[config.mk]
export PLATFORM = sky130hd
export DESIGN_NAME = rgb_pwm_capture
export DESIGN_NICKNAME = d
export VERILOG_FILES = /design/src/rtl/rgb_pwm_capture.sv
export SDC_FILE = /design/constraint.sdc
export NUM_CORES = 1
export LEC_CHECK = 0
export ABC_AREA = 1
export BUFFER_PORTS_ARGS = -buffer_cell sky130_fd_sc_hd__clkbuf_2
export CAP_MARGIN = 15
export CORE_MARGIN = 8
export CORE_UTILIZATION = 50
export DETAILED_ROUTE_END_ITERATION = 8
export PLACE_DENSITY = 0.82
export SYNTH_ARGS = -nofsm -noshare
export SYNTH_HDL_FRONTEND = slang
export SYNTH_SLANG_ARGS = --single-unit
[constraint.sdc]
create_clock -name clk -period 1.9 [get_ports clk]
set_input_delay 0.19 -clock clk [delete_from_list [all_inputs] [get_ports clk]]
set_output_delay 0.19 -clock clk [all_outputs]
set_load 0.02 [all_outputs]
[src/rtl/rgb_pwm_capture.sv]
// Three-channel PWM period / high-time capture with per-channel synchronizers
// and a stuck-level timeout that reports the held level on stuck_o.
module rgb_pwm_capture #(
    parameter int CNT_W       = 16,
    parameter int SYNC_STAGES = 2
) (
    input  logic               clk,
    input  logic               rst,
    input  logic [2:0]         pwm_in,
    output logic [3*CNT_W-1:0] period_o,
    output logic [3*CNT_W-1:0] high_o,
    output logic [2:0]         valid_o,
    output logic [2:0]         stuck_o
);

    typedef enum logic {
        ST_ACQ = 1'b0,
        ST_RUN = 1'b1
    } state_t;

    localparam logic [CNT_W-1:0] CNT_MAX = '1;
    localparam logic [CNT_W-1:0] CNT_ONE = {{(CNT_W-1){1'b0}}, 1'b1};

    for (genvar ch = 0; ch < 3; ch++) begin : g_ch
        logic [SYNC_STAGES-1:0] sync_q, sync_d;
        logic                   prev_q;
        logic                   s;
        logic                   rise;
        state_t                 state_q, state_d;
        logic [CNT_W-1:0]       pcnt_q, pcnt_d;
        logic [CNT_W-1:0]       hcnt_q, hcnt_d;
        logic [CNT_W-1:0]       period_q, period_d;
        logic [CNT_W-1:0]       high_q, high_d;
        logic                   valid_q, valid_d;
        logic                   stuck_q, stuck_d;

        assign sync_d = {sync_q[SYNC_STAGES-2:0], pwm_in[ch]};
        assign s      = sync_q[SYNC_STAGES-1];
        assign rise   = s & ~prev_q;

        // A rise takes priority over the timeout, so a period of exactly CNT_MAX is legal.
        always_comb begin
            state_d  = state_q;
            pcnt_d   = pcnt_q + CNT_ONE;
            hcnt_d   = hcnt_q + {{(CNT_W-1){1'b0}}, s};
            period_d = period_q;
            high_d   = high_q;
            stuck_d  = stuck_q;
            valid_d  = 1'b0;
            if (rise) begin
                pcnt_d  = CNT_ONE;
                hcnt_d  = CNT_ONE;
                state_d = ST_RUN;
                if (state_q == ST_RUN) begin
                    period_d = pcnt_q;
                    high_d   = hcnt_q;
                    stuck_d  = 1'b0;
                    valid_d  = 1'b1;
                end
            end else if (pcnt_q == CNT_MAX) begin
                period_d = '0;
                high_d   = s ? CNT_MAX : '0;
                stuck_d  = s;
                valid_d  = 1'b1;
                pcnt_d   = '0;
                hcnt_d   = '0;
                state_d  = ST_ACQ;
            end
        end

        always_ff @(posedge clk or negedge rst) begin
            if (!rst) begin
                sync_q   <= '0;
                prev_q   <= 1'b0;
                state_q  <= ST_ACQ;
                pcnt_q   <= '0;
                hcnt_q   <= '0;
                period_q <= '0;
                high_q   <= '0;
                valid_q  <= 1'b0;
                stuck_q  <= 1'b0;
            end else begin
                sync_q   <= sync_d;
                prev_q   <= s;
                state_q  <= state_d;
                pcnt_q   <= pcnt_d;
                hcnt_q   <= hcnt_d;
                period_q <= period_d;
                high_q   <= high_d;
                valid_q  <= valid_d;
                stuck_q  <= stuck_d;
            end
        end

        assign period_o[ch*CNT_W +: CNT_W] = period_q;
        assign high_o[ch*CNT_W +: CNT_W]   = high_q;
        assign valid_o[ch]                 = valid_q;
        assign stuck_o[ch]                 = stuck_q;
    end

endmodule

==> results.ini <==
[worst_setup_path]
end_kind=flop
path_class=reg -> reg
r2r-end=g_ch[1].period_q[10]
crit_path_max_fanout=17
cp_data_required_time_ns=2.28
r2r_setup_slack_ns=0.05
cp-startpoint=g_ch[1].pcnt_q[0]
critPathLaunchType=flop
r2r_cells=9
cp-endpoint=g_ch[1].period_q[10]
worstReg2RegStart=g_ch[1].pcnt_q[0]
crit_arrival_ns=2.23

[floorplan]
ios=107
initial_core_util=0.505
rows=52
die_area_um2=25100
core_area_um2=20100
die_y_um=159
fp.dieW_um=159

[cells_and_area]
mostFrequentLayoutCells=nand2_1 (341), dfrtp_1 (210), nor2_1 (192), nand3_1 (168), clkbuf_2 (105)
regArea_um2=5260
antennaDiodeCount=0
multi_input_area_um2=4330
nFillCells=1687
fin_util=0.587
areaGrowthSynthToFinish_pct=16.1
layout_commonest_cell=nand2_1
post_route_cells_drive_above_1_share=0.163
fin_nets=1373

[timing]
slew_violations=0
period_share=0.972
finClkSkew_ns=0.00841
worstMarginPinSlew_ns=0.461
setup_tns_ns=0
timing.fmax_mhz=541
relSlewSlack=0.692
timing.final.hold_violations=0
setup_violations=0
period_needed_ns=1.85

[global_routing]
antenna_found_initial=0
grt_first_pass_wirelength_um=39700
grt_pass1_vias=8376
grt_start_max_net_pins=54
grt_overflow=0
track_usage=0.190

[detailed_routing]
via_per_inst=5.26
route.antenna.remaining_nets=0
firstDrtPassIters=7
drc=0
via_count=8640
finalWirelength_um=24200
drt_iter0_drc=519
routedWlPerCell_um=14.7

[power]
p_per_area_nw_per_um2=941
ir_drop_mv=0.577
p_total_mw=11.1
p_leak_nw=6.03

[synth]
syn_inst=1239
synth_fp_nets=1253
ys_seq_area_frac=0.517
syn-mean-instance-area_um2=8.20
synth_top_area_cell=dfrtp_1
synth_warnings=0
synth_top_cell_area_share=0.517
ys_seq_elements=210
netlist_area_um2=10200
synth.distinct_cells=28
synth.area.top_cells=dfrtp_1 (52%), nand2_1 (13%), nand3_1 (8.3%)

[flow_run]
cap_violations=0

[clock_tree]
root_buffer=clkbuf_16
cts_num_sinks=210
max-clock-path-buffers=3
h-tree-depth=1
clk-insertion-delay-late_ns=0.50
cts_made_buffers=23
clk_pin_slew_ns=0.06
cts_tree=built

[placed_design]
portBuffers=106
place_congestion=0.881
dp_hpwl_um=16300

[worst_hold_path]
hold_class=in -> async

[run_status]
status=finished clean

-- cell families (layout without fill, tap and decap cells) --
kind of cell / count (synthesis) / after routing / synth area share
AND/OR/NAND/NOR: 778 / 780 / 0.338
flip-flops: 210 / 210 / 0.517
adder cells (fa/ha/maj): 9 / 9 / 0.0111
XOR/XNOR: 21 / 21 / 0.0181
AO/OA/AOI/OAI: 84 / 85 / 0.0501
buffers and inverters: 137 / 267 / 0.0653
-- report_power, final --
| part | internal (mW) | switching [mW] |
|---|---|---|
| combinational | 0.557 | 1.03 |
| sequential | 4.90 | 0.394 |
| clock | 2.50 | 1.72 |
-- cell type report --
cell class,instances,share of cell area
flip-flops and latches,210,0.446
multi-input cells,895,0.367
inverters,90,0.0286
repair buffers,139,0.0708
clock inverters,5,0.00424
clock buffers,33,0.0554
well taps,270,0.0286
-- metrics by stage --
stage	hold slack (ns)	instance area [um^2]	setup slack [ns]	instances
after global placement	0.185	10900	0.0990	1594
final	0.212	11800	0.0531	1642
after CTS	0.214	11700	-0.000583	1636
after floorplan	-0.106	10200	0.397	1239
after detailed placement	0.188	10900	0.0242	1594
after global routing	0.254	11800	-0.0447	1642
-- Yosys cell counts, drive strengths merged --
library cell  number
buf               42
ha                 9
nand4             11
dfrtp            210
o21a              19
nor3              23
a21oi             43
nand3            178
nand2            356
xnor2              3
o21bai             3
inv               90
clkbuf             5
nor4               1
xor2              18
nor2             209
o21ai             19
-- sequential cells by signal, indices dropped and copies added, names as in the netlist --
| signal | flops |
|---|---|
| g_ch.sync_q | 6 |
| g_ch.high_q | 48 |
| g_ch.period_q | 48 |
| g_ch.pcnt_q | 48 |
| g_ch.prev_q | 3 |
| g_ch.state_q | 3 |
| g_ch.hcnt_q | 48 |
| g_ch.valid_q | 3 |
| g_ch.stuck_q | 3 |
-- repair_timing --
action                                 in CTS  in global routing
gates resized for setup                     0                  9
hold buffers                                4                  0
setup endpoints to repair                   1                108
endpoints found under the hold margin      45                  0
setup buffers                               0                  3
pin swaps                                   0                  1
cloned                                      0                  3
-- how the worst min path moves through the flow --
stage | startpoint | end | slack [ns] | depth (start not counted)
2_1_floorplan | rst | g_ch[0].hcnt_q[0] | -0.11 | 0
3_3_place_gp | rst | g_ch[2].pcnt_q[11] | 0.18 | 1
3_5_place_dp | rst | g_ch[2].pcnt_q[11] | 0.19 | 1
4_1_cts | rst | g_ch[2].pcnt_q[11] | 0.21 | 2
5_1_grt | rst | g_ch[2].pcnt_q[11] | 0.25 | 2
6_report | rst | g_ch[2].pcnt_q[11] | 0.21 | 2
-- worst max-delay path, cell delays in order (launching register included) --
cell and delay, ns:
dfrtp_1 0.40, ha_2 0.23, nand2_1 0.09, nor2_2 0.13, nand2_2 0.13, nor2_4 0.28
buf_4 0.20, nand2_8 0.12, nand3_1 0.10, nand2_1 0.06
-- routing by layer --
| layer | track usage | share of wire | vias up | wire length [um] |
|---|---|---|---|---|
| met5 | 0 | 0 | - | 0 |
| met4 | 0.0525 | 0.013 | 0 | 312 |
| met3 | 0.0271 | 0.062 | 30 | 1500 |
| met2 | 0.329 | 0.50 | 266 | 12100 |
| met1 | 0.245 | 0.42 | 4125 | 10200 |
| li1 | - | - | 4219 | - |
Power figures use the tool's default switching activity.
